### src/rtl/ltssm_pkg.sv
// Shared LTSSM types: state encoding, link-timer time codes and default TS thresholds.
package ltssm_pkg;

  typedef enum logic [2:0] {
    DETECT_QUIET  = 3'd0,
    DETECT_ACTIVE = 3'd1,
    POLL_ACTIVE   = 3'd2,
    POLL_CONFIG   = 3'd3,
    CONFIG_ENTRY  = 3'd4
  } ltssm_state_e;

  localparam int T12 = 0;
  localparam int T24 = 1;
  localparam int T2  = 2;
  localparam int T48 = 3;

  localparam int DEF_TX_TS1_MIN = 1024;
  localparam int DEF_RX_TS_MIN  = 8;
  localparam int DEF_TX_TS2_MIN = 16;

  // Timeout code the shared link timer runs while in a given state.
  function automatic int time_code(ltssm_state_e s);
    case (s)
      DETECT_ACTIVE: return T2;
      POLL_ACTIVE:   return T24;
      POLL_CONFIG:   return T48;
      default:       return T12;
    endcase
  endfunction

endpackage

### src/rtl/ts_sat_counter.sv
// Saturating ordered-set counter; 'reached' already includes this cycle's increment.
module ts_sat_counter #(
  parameter int W = 11
) (
  input  logic         clk,
  input  logic         rst,
  input  logic         clear,
  input  logic         inc,
  input  logic [W-1:0] threshold,
  output logic         reached
);

  logic [W-1:0] cnt;
  logic [W:0]   base;
  logic [W:0]   sum;

  // 'clear' treats the stored count as zero this cycle so an event in the
  // same cycle is still counted (state-entry events count toward the exit).
  always_comb begin
    base    = clear ? '0 : {1'b0, cnt};
    sum     = base + (W+1)'(inc);
    reached = (sum >= {1'b0, threshold});
  end

  always_ff @(posedge clk or negedge rst) begin
    if (!rst)         cnt <= '0;
    else if (reached) cnt <= threshold;
    else              cnt <= sum[W-1:0];
  end

endmodule

### src/rtl/ltssm_detect_poll_ctrl.sv
// LTSSM Detect/Polling substate controller driving the shared link timer.
// Optional LTSSM_QUIET_MIN_EN enforces a 1 ms minimum Detect.Quiet before electrical-idle exit.
module ltssm_detect_poll_ctrl
  import ltssm_pkg::*;
#(
  parameter int TIME_VALUE_WIDTH = 3,
  parameter int TX_TS1_MIN       = DEF_TX_TS1_MIN,
  parameter int RX_TS_MIN        = DEF_RX_TS_MIN,
  parameter int TX_TS2_MIN       = DEF_TX_TS2_MIN
) (
  input  logic                        clk,
  input  logic                        rst,
  input  logic                        timeout1,
  input  logic                        timeout2,
  input  logic                        rx_elec_idle_exit,
  input  logic                        rcvr_det_done,
  input  logic                        rcvr_detected,
  input  logic                        rx_ts1_valid,
  input  logic                        rx_ts2_valid,
  input  logic                        tx_os_done,
  input  logic                        link_down,
  output logic                        timer_start,
  output logic [TIME_VALUE_WIDTH-1:0] timer_value1,
  output logic                        timer_value2,
  output logic                        rx_det_req,
  output logic                        tx_send_ts1,
  output logic                        tx_send_ts2,
  output logic                        detect_fail,
  output logic                        cfg_entry,
  output logic [2:0]                  state
);

  localparam int TX_MAX  = (TX_TS1_MIN > TX_TS2_MIN) ? TX_TS1_MIN : TX_TS2_MIN;
  localparam int CNT_MAX = (TX_MAX > RX_TS_MIN) ? TX_MAX : RX_TS_MIN;
  localparam int CNT_W   = $clog2(CNT_MAX + 1);

  ltssm_state_e state_q;
  ltssm_state_e state_nxt;
  logic         entry_q;
  logic         ts2_seen_q;
  logic         fail_nxt;
  logic         to1;
  logic         eidle_ok;
  logic         tv2_nxt;
  logic         changing;

  logic             rx_inc, rx_clear, rx_reached;
  logic             tx_inc, tx_clear, tx_reached;
  logic [CNT_W-1:0] rx_thr, tx_thr;

  // The timer still shows the previous count during its restart cycle.
  assign to1      = timeout1 & ~timer_start;
  assign changing = (state_nxt != state_q);

`ifdef LTSSM_QUIET_MIN_EN
  logic to2;
  logic to2_seen_q;

  assign to2      = timeout2 & ~timer_start;
  assign eidle_ok = rx_elec_idle_exit & (to2_seen_q | to2);
  assign tv2_nxt  = (state_nxt == DETECT_QUIET);

  always_ff @(posedge clk or negedge rst) begin
    if (!rst)          to2_seen_q <= 1'b0;
    else if (changing) to2_seen_q <= 1'b0;
    else if (to2)      to2_seen_q <= 1'b1;
  end
`else
  logic unused_timeout2;

  assign unused_timeout2 = timeout2;
  assign eidle_ok        = rx_elec_idle_exit;
  assign tv2_nxt         = 1'b0;
`endif

  assign rx_inc   = ((state_q == POLL_ACTIVE) & (rx_ts1_valid | rx_ts2_valid)) |
                    ((state_q == POLL_CONFIG) & rx_ts2_valid);
  assign rx_clear = entry_q | ((state_q == POLL_CONFIG) & rx_ts1_valid & ~rx_ts2_valid);
  assign rx_thr   = CNT_W'(RX_TS_MIN);

  assign tx_inc   = tx_os_done & ((state_q == POLL_ACTIVE) |
                                  ((state_q == POLL_CONFIG) & ts2_seen_q));
  assign tx_clear = entry_q;
  assign tx_thr   = (state_q == POLL_CONFIG) ? CNT_W'(TX_TS2_MIN) : CNT_W'(TX_TS1_MIN);

  ts_sat_counter #(.W(CNT_W)) u_rx_cnt (
    .clk       (clk),
    .rst       (rst),
    .clear     (rx_clear),
    .inc       (rx_inc),
    .threshold (rx_thr),
    .reached   (rx_reached)
  );

  ts_sat_counter #(.W(CNT_W)) u_tx_cnt (
    .clk       (clk),
    .rst       (rst),
    .clear     (tx_clear),
    .inc       (tx_inc),
    .threshold (tx_thr),
    .reached   (tx_reached)
  );

  always_comb begin
    state_nxt = state_q;
    fail_nxt  = 1'b0;
    if (link_down && (state_q != DETECT_QUIET)) begin
      state_nxt = DETECT_QUIET;
    end else begin
      case (state_q)
        DETECT_QUIET: begin
          if (to1 || eidle_ok) state_nxt = DETECT_ACTIVE;
        end
        DETECT_ACTIVE: begin
          if (rcvr_det_done) begin
            state_nxt = rcvr_detected ? POLL_ACTIVE : DETECT_QUIET;
            fail_nxt  = ~rcvr_detected;
          end else if (to1) begin
            state_nxt = DETECT_QUIET;
          end
        end
        POLL_ACTIVE: begin
          if (tx_reached && rx_reached) state_nxt = POLL_CONFIG;
          else if (to1)                 state_nxt = DETECT_QUIET;
        end
        POLL_CONFIG: begin
          if (tx_reached && rx_reached) state_nxt = CONFIG_ENTRY;
          else if (to1)                 state_nxt = DETECT_QUIET;
        end
        default: state_nxt = state_q;
      endcase
    end
  end

  // TS2 transmit counting in Polling.Configuration starts once a TS2 has arrived.
  always_ff @(posedge clk or negedge rst) begin
    if (!rst)                                           ts2_seen_q <= 1'b0;
    else if (changing)                                  ts2_seen_q <= 1'b0;
    else if ((state_q == POLL_CONFIG) && rx_ts2_valid)  ts2_seen_q <= 1'b1;
  end

  always_ff @(posedge clk or negedge rst) begin
    if (!rst) begin
      state_q      <= DETECT_QUIET;
      entry_q      <= 1'b1;
      timer_start  <= 1'b1;
      timer_value1 <= '0;
      timer_value2 <= 1'b0;
      rx_det_req   <= 1'b0;
      tx_send_ts1  <= 1'b0;
      tx_send_ts2  <= 1'b0;
      detect_fail  <= 1'b0;
      cfg_entry    <= 1'b0;
    end else begin
      state_q      <= state_nxt;
      entry_q      <= changing;
      timer_start  <= changing && (state_nxt != CONFIG_ENTRY);
      timer_value1 <= TIME_VALUE_WIDTH'(time_code(state_nxt));
      timer_value2 <= tv2_nxt;
      rx_det_req   <= changing && (state_nxt == DETECT_ACTIVE);
      tx_send_ts1  <= (state_nxt == POLL_ACTIVE);
      tx_send_ts2  <= (state_nxt == POLL_CONFIG);
      detect_fail  <= fail_nxt;
      cfg_entry    <= (state_nxt == CONFIG_ENTRY);
    end
  end

  assign state = state_q;

endmodule

### config.mk
export PLATFORM = sky130hd
export DESIGN_NAME = ltssm_detect_poll_ctrl
export DESIGN_NICKNAME = d
export VERILOG_FILES = /design/src/rtl/ltssm_pkg.sv /design/src/rtl/ts_sat_counter.sv /design/src/rtl/ltssm_detect_poll_ctrl.sv
export SDC_FILE = /design/constraint.sdc
export NUM_CORES = 1
export LEC_CHECK = 0
export CAP_MARGIN = 20
export CORE_MARGIN = 2
export CORE_UTILIZATION = 61
export DETAILED_ROUTE_END_ITERATION = 16
export GPL_TIMING_DRIVEN = 0
export PLACE_DENSITY = 0.85
export SYNTH_ARGS = -nofsm -noshare
export SYNTH_HDL_FRONTEND = slang
export SYNTH_SLANG_ARGS = --single-unit
### constraint.sdc
create_clock -name clk -period 8.75 [get_ports clk]
set_clock_uncertainty 0.05 [all_clocks]
set_input_delay 2.1875 -clock clk [delete_from_list [all_inputs] [get_ports clk]]
set_output_delay 2.1875 -clock clk [all_outputs]
set_load 0.01 [all_outputs]
==> flow_metrics.tcl <==
set metrics [dict create \
    ys.flop_type "dfrtp_1" \
    placed_cells 292 \
    comb_power_share_pct 42.7 \
    max_freq_mhz 182 \
    antenna_found_initial 0 \
    fillers 250 \
    synth-simple-area-share_pct 25.0 \
    cp.buffers_inverters 2 \
    leakage_nw 1.11 \
    via_per_inst 5.87 \
    syn_inst 218 \
    pre_cts_ws_ps 2910 \
    crit_type "in2reg" \
    cp-start-kind "input port" \
    num_rows 21 \
    setup_viol 0 \
    cts_resized 0 \
    htree_levels 2 \
    path_delay_family "simple AND/OR/NAND/NOR gates" \
    fin_crit_sh_pct 62.9 \
    drt_iter0_markers 119 \
    cts_sinks 35 \
    antennaDiodeCount 0 \
    internal-power_w 0.000313 \
    maxSlewHeadroom_pct 49.3 \
    final_cell_mix "33 x dfrtp_1, 22 x nor2_1, 21 x nand2_1, 19 x clkdlybuf4s50_1, 12 x nor3_1" \
    tightest_slew_ps 761 \
    hold_viol_final 0 \
    peakVddDrop_v 0.000150 \
    rsz0062_at_grt "false" \
    cpPeakStageDelay_ps 470 \
    coreArea_um2 3420 \
    final_cells 299 \
    clkTransAtPathRegs_ps 90 \
    synth_fa_ha_area_share_pct 3.40 \
    cts_made_buffers 5 \
    grt_overflow 0 \
    routed_wl_um 4480 \
    path_cells "clkdlybuf4s50_1 -> o211a_1 -> ha_1 -> ha_1 -> nand3_1 -> nor4_1 -> xnor2_1 -> nor2_1 -> ha_1 -> inv_1 -> nor2_1 -> a31oi_4 -> a221oi_4 -> a21oi_1 -> and2_1" \
    power_switching_w 0.000183 \
    clk_latency_ps 330 \
    cpMaxStageDelayCell "clkdlybuf4s50_1" \
    ys_types 67 \
    grt_pass1_wl_um 7950 \
    synth_compound_area_share_pct 21.8 \
    die_area_um2 4120 \
    async_flop_share_pct 100 \
    die_x_um 64.2 \
    drtAntennaViolNets 0 \
    ys_seq_elements 35 \
    synth_edf_count 0 \
    synth.avg_cell_area_um2 10.1 \
    synthMuxAreaShare_pct 1.64 \
    avgRoutedWirePerCell_um 15.0 \
    initial_utilization_pct 64.7 \
    power.share.clock_pct 15.7 \
    yosys_warnings 0 \
    synthToLayoutAreaGrowth_pct 14.8 \
    yosys-top-cells-area "dfrtp_1 37%, nor2_1 3.7%, nand2_1 3.6%, ha_1 3.4%, nor3_1 2.7%" \
    seq_power_share_pct 41.5 \
    grt_pass1_vias 1759 \
    end_kind "flip-flop" \
    max_cap_viol_count 0 \
    syn-cell-area_um2 2210 \
    gp_congestion 0.878 \
    yosysTopAreaCellShare_pct 37.4 \
    hp-class "reg2reg" \
    drcViolationCount 0 \
    critPathArrivalTime_ps 5680 \
    cts_tree "yes" \
    power.density_nw_per_um2 195 \
    power.share.switching_pct 36.8 \
    clock_tree.root_cell "clkbuf_4" \
    dr.pass1.iters 4 \
    vias 1756 \
    place_hpwl_um 3320 \
    die_h_um 64.2 \
    grt.total_usage_pct 25.1 \
    cts_setup_buffers 0 \
    setup_ws_ps 3240 \
    worstPathMaxFanout 5 \
    ioPinCount 24 \
    drive_gt1_share_pct 17.0 \
    status "finished, final reports clean" \
    cts_hold_buf 0 \
    synth_xor_area_share_pct 3.17 \
    yosysTopAreaCell "dfrtp_1" \
    synth_top_family_by_area "simple AND/OR/NAND/NOR gates" \
    final.setup.tns_ps 0 \
    grt_max_degree 36 \
    clockBufferDepth 2 \
    crit_top_cell "ha_1" \
    ys_seq_area_share_pct 39.7 \
    fin_nets 270 \
    crit_required_ps 8930 \
    slew_violations 0 \
    io_buffers 20 \
    period_needed_ps 5510 \
    layout_commonest_cell "dfrtp_1" \
]
## cells in the mapped netlist, drive strengths merged (2+ instances only)
master	n
buf	5
nor2	22
nand3	12
o21a	4
a41oi	2
nand3b	2
mux2	2
or2b	2
o221ai	4
a221oi	2
or3	2
a211oi	2
dfrtp	33
and2	3
nor4	3
a31o	2
xor2	2
a22oi	3
clkbuf	3
dfstp	2
and2b	3
inv	7
and3	8
a31oi	2
o21ai	9
a21oi	7
nand4b	3
ha	6
nor3	13
xnor2	6
a21o	3
nand2	21
nor2b	4
## metrics by stage
step / hold slack, ps / instance area [um2] / utilization (%) / power, W
after detailed placement: 551 / 2490 / 73.0 / 0.000418
after CTS: 550 / 2540 / 74.3 / 0.000497
after global placement: 534 / 2500 / 73.2 / 0.000414
after floorplan: 513 / 2240 / - / 0.000353
after global routing: 565 / 2540 / 74.3 / 0.000530
final: 544 / 2540 / 74.3 / 0.000496
## per-layer routing
| metal | wire, um | GRT usage [%] |
|---|---|---|
| met4 | 75 | 13.8 |
| met3 | 165 | 5.81 |
| met1 | 2020 | 30.5 |
| met5 | 0 | 0 |
| met2 | 2210 | 41.3 |
## worst reg2reg max path: stages, from the launching register on
cell and delay, ps:
dfrtp_1 370, buf_6 140, and2b_1 240, o211a_1 190, ha_1 260, ha_1 220
nand3_1 160, nor4_1 400, xnor2_1 170, nor2_1 80, ha_1 320, inv_1 80
nor2_1 220, a31oi_4 170, a221oi_4 430, a21oi_1 170, and2_1 190
## cell type report
cell class	instances	area, um2	share of cell area [%]
well taps	46	57.6	2.27
inverters	7	26.3	1.03
multi-input cells	176	1250	49.2
clock buffers	7	45.0	1.77
plain buffers	8	86.3	3.40
repair buffers	20	195	7.69
flip-flops and latches	35	878	34.6
## path summary, 6_finish.rpt
check	start	endpoint	slack [ps]	cells after the start
min in group asynchronous	rst	u_rx_cnt.cnt[7]	1860	1
max	tx_os_done	timer_value1[0]	3240	15
min	state[1]	rx_det_req	540	2
max reg2reg	state[1]	timer_value1[0]	4800	16
min reg2reg	state[1]	rx_det_req	540	2
max in group asynchronous	rst	u_tx_cnt.cnt[5]	6300	1
## cells by family (layout without fill, tap and decap cells)
logic type / count (synthesis) / after routing
AO/OA/AOI/OAI: 49 / 49
XOR/XNOR: 8 / 8
adder cells (fa/ha/maj): 6 / 6
buffers and inverters: 15 / 42
flip-flops: 35 / 35
multiplexers: 3 / 3
other: 1 / 9
AND/OR/NAND/NOR: 101 / 101
## state kept, by name, indices dropped and copies added, names as in the netlist, 2 cells and up
signal,cells
u_rx_cnt.cnt,11
u_tx_cnt.cnt,11
state,3
timer_value1,2
## power by group through the flow
stage               registers, W  clock network, W  logic (W)
floorplan               0.000209                 0   0.000145
global placement        0.000207                 0   0.000207
detailed placement      0.000208                 0   0.000210
CTS                     0.000206         0.0000805   0.000211
global route            0.000209         0.0000887   0.000233
finish                  0.000206         0.0000778   0.000212
No activity file was read; power rests on OpenSTA's default activity.
==> RTL edit (same settings) <==
`DEF_TX_TS1_MIN`: 1024 -> 2048.
--- a/src/rtl/ltssm_pkg.sv
+++ b/src/rtl/ltssm_pkg.sv
@@ -16,3 +16,3 @@
 
-  localparam int DEF_TX_TS1_MIN = 1024;
+  localparam int DEF_TX_TS1_MIN = 2048;
   localparam int DEF_RX_TS_MIN  = 8;
Formal check against the unedited RTL: same outputs for any inputs over 10 cycles, from zero or initial values and one cycle with rst low; that may be too few to reach the edited logic, so the function may still have changed.
==> RTL edit against the original RTL <==
Final cell count rose by 2.7%. Register-to-register slack got worse by 0.21 ns. Global-route usage fell by 0.92 points. Setup slack did not move. Utilization fell by 0.65 points. Sequential cell count rose by 2. Sequential share of layout area rose by 3.8 points. Cell area fell by 4.7%. Wire length fell by 6.5%. Clock power rose by 32%. Power fell by 4.2%. Area after synthesis fell by 6.7%. Fmax did not move. Count of clock-buffer cells in the layout did not move. Critical path type unchanged. Largest cell class unchanged.
==> RTL edit: results (changes against the original RTL) <==
outcome:
  status: "complete, no violations"
logic_synthesis:
  synth_common_cells: "35 x dfrtp_1, 31 x nor2_1, 16 x nand2_1, 10 x nand3_1, 10 x nor2b_1"
  yosys_warnings: 0  # unchanged
  async_reset_ff_frac: 1.00  # unchanged
  ys_seq_area_frac: 0.450  # +0.0527
  ys_top_cells_by_area: "dfrtp_1 42%, nor2_1 5.6%, xnor2_1 3.8%, ha_1 3.6%, nor2b_1 3.0%"
  yosys.cell_types.count: 49  # -27%
  syn_area_per_cell_sq_um: 9.21  # -9.2%
  synth-edff-count: 0  # unchanged
routing:
  first_iter_violations: 79  # -34%
  first_pass_iters: 4  # unchanged
  ant_nets: 0  # unchanged
  wl_um: 4190  # -6.5%
  vias: 1741  # -0.85%
timing:
  final-hold-violation-count: 0  # unchanged
  maxSlewHeadroom: 0.483  # -0.00948
clock_tree:
  clk_latency_ns: 0.34
  cts-resized-gates: 0  # unchanged
  cts-buffers-inserted: 5  # unchanged
  post-cts-setup-buffer-count: 0  # unchanged
  clockBufferDepth: 2  # unchanged
  clk_pin_slew_ns: 0.11  # +0.02 ns
  h-tree-depth: 2  # unchanged
  root_buffer: "clkbuf_4"
cells_and_area:
  fin_cells: 307  # +2.7%
  fin_nets: 277  # +2.6%
  drive_above_1_share: 0.0766  # -0.0933
  diodes: 0  # unchanged
global_route:
  antenna_found_initial: 0  # unchanged
  grt_use_total: 0.242  # -0.00918
  grt_max_degree: 38  # +5.6%
  grt_pass1_vias: 1668  # -5.2%
  grt_pass1_wl_um: 7430  # -6.5%
  grt.overflow.total: 0  # unchanged
critical_path:
  max_stage_delay_ns: 0.48
  worstPathArrival_ns: 5.72  # +0.04 ns
  worstPathMaxFanout: 7  # +2
  critPathSlowestCell: "or4_1"
  r2r.worst_path.cells: 19  # +3
hold_path:
  hold_path_depth: 2  # unchanged
  hold_class: "reg2reg"
pwr:
  max-vdd-ir-drop_v: 0.000141  # -6.3%
  p_leak_uw: 0.00105  # -6.0%
placed_design:
  post-place-ws_ns: 2.92  # +0.00722 ns
  io_buffers: 20  # unchanged
  dpl.hpwl_um: 3030  # -8.9%
  dp_cells: 299  # +2.4%
  place_congestion: 0.893  # +1.8%
[RTL edit: cell count changes after synthesis, sizes merged, moves of 4 or more]
cell,change
clkbuf,+5
nand2,-5
nand2b,+5
nand4,+6
nor2,+9
nor2b,+6
nor3,-7
o221ai,-4
[RTL edit: metrics by stage]
step / cell area (sq um) / power, uW / hold WS [ns]
after floorplan: 2100 / 314 / 0.413
final: 2420 / 475 / 0.464
after detailed placement: 2350 / 374 / 0.442
after CTS: 2420 / 477 / 0.467
after global routing: 2420 / 505 / 0.511
after global placement: 2350 / 369 / 0.424
[RTL edit: path summary, 6_finish.rpt]
| path | slack, ns | from | endpoint |
|---|---|---|---|
| worst min register to register | 0.46 | ts2_seen_q | ts2_seen_q |
| min in group asynchronous | 1.85 | rst | u_tx_cnt.cnt[2] |
| worst max register to register | 4.59 | state[0] | timer_value1[1] |
| worst max-delay path | 3.24 | tx_os_done | timer_value1[1] |
| max in group asynchronous | 6.30 | rst | u_rx_cnt.cnt[3] |
| worst min-delay path | 0.46 | ts2_seen_q | ts2_seen_q |
[RTL edit: critical path, delay by kind of cell]
kind,cells,cell delay (ns)
and+or+nand+nor,7,1.57
AOI/OAI and AO/OA,5,0.86
buffers and inverters,2,0.53
adders and majority gates,2,0.46
xor gates and xnor gates,1,0.11
[RTL edit: power by group]
group / internal [uW] / switching, uW
Sequential: 196 / 16.7
Clock: 46.6 / 56.9
Combinational: 70.1 / 89.2
[RTL edit: area by class of cell]
cell class / count / area (sq um)
clock inverter: 1 / 5.00
clock buffer: 7 / 65.1
sequential: 37 / 928
timing repair buffer: 20 / 195
inverter: 6 / 22.5
buffer: 11 / 56.3
tap: 46 / 57.6
fill: 262 / 865
multi-input combinational: 179 / 1090
[RTL edit: kinds of logic after synthesis]
family                   after synthesis  synth area share
other                                  1           0.00182
multiplexers                           3            0.0146
AND/OR/NAND/NOR                      109             0.276
flip-flops                            37             0.450
AO/OA/AOI/OAI                         37             0.124
buffers and inverters                 17            0.0382
adder cells (fa/ha/maj)                6            0.0364
XOR/XNOR                              14            0.0594
[RTL edit: per-layer routing]
| layer | global-route usage | wire length (um) |
|---|---|---|
| met3 | 0.0634 | 198 |
| met2 | 0.387 | 1980 |
| met4 | 0.0861 | 81 |
| met1 | 0.322 | 1920 |
| met5 | 0 | 0 |
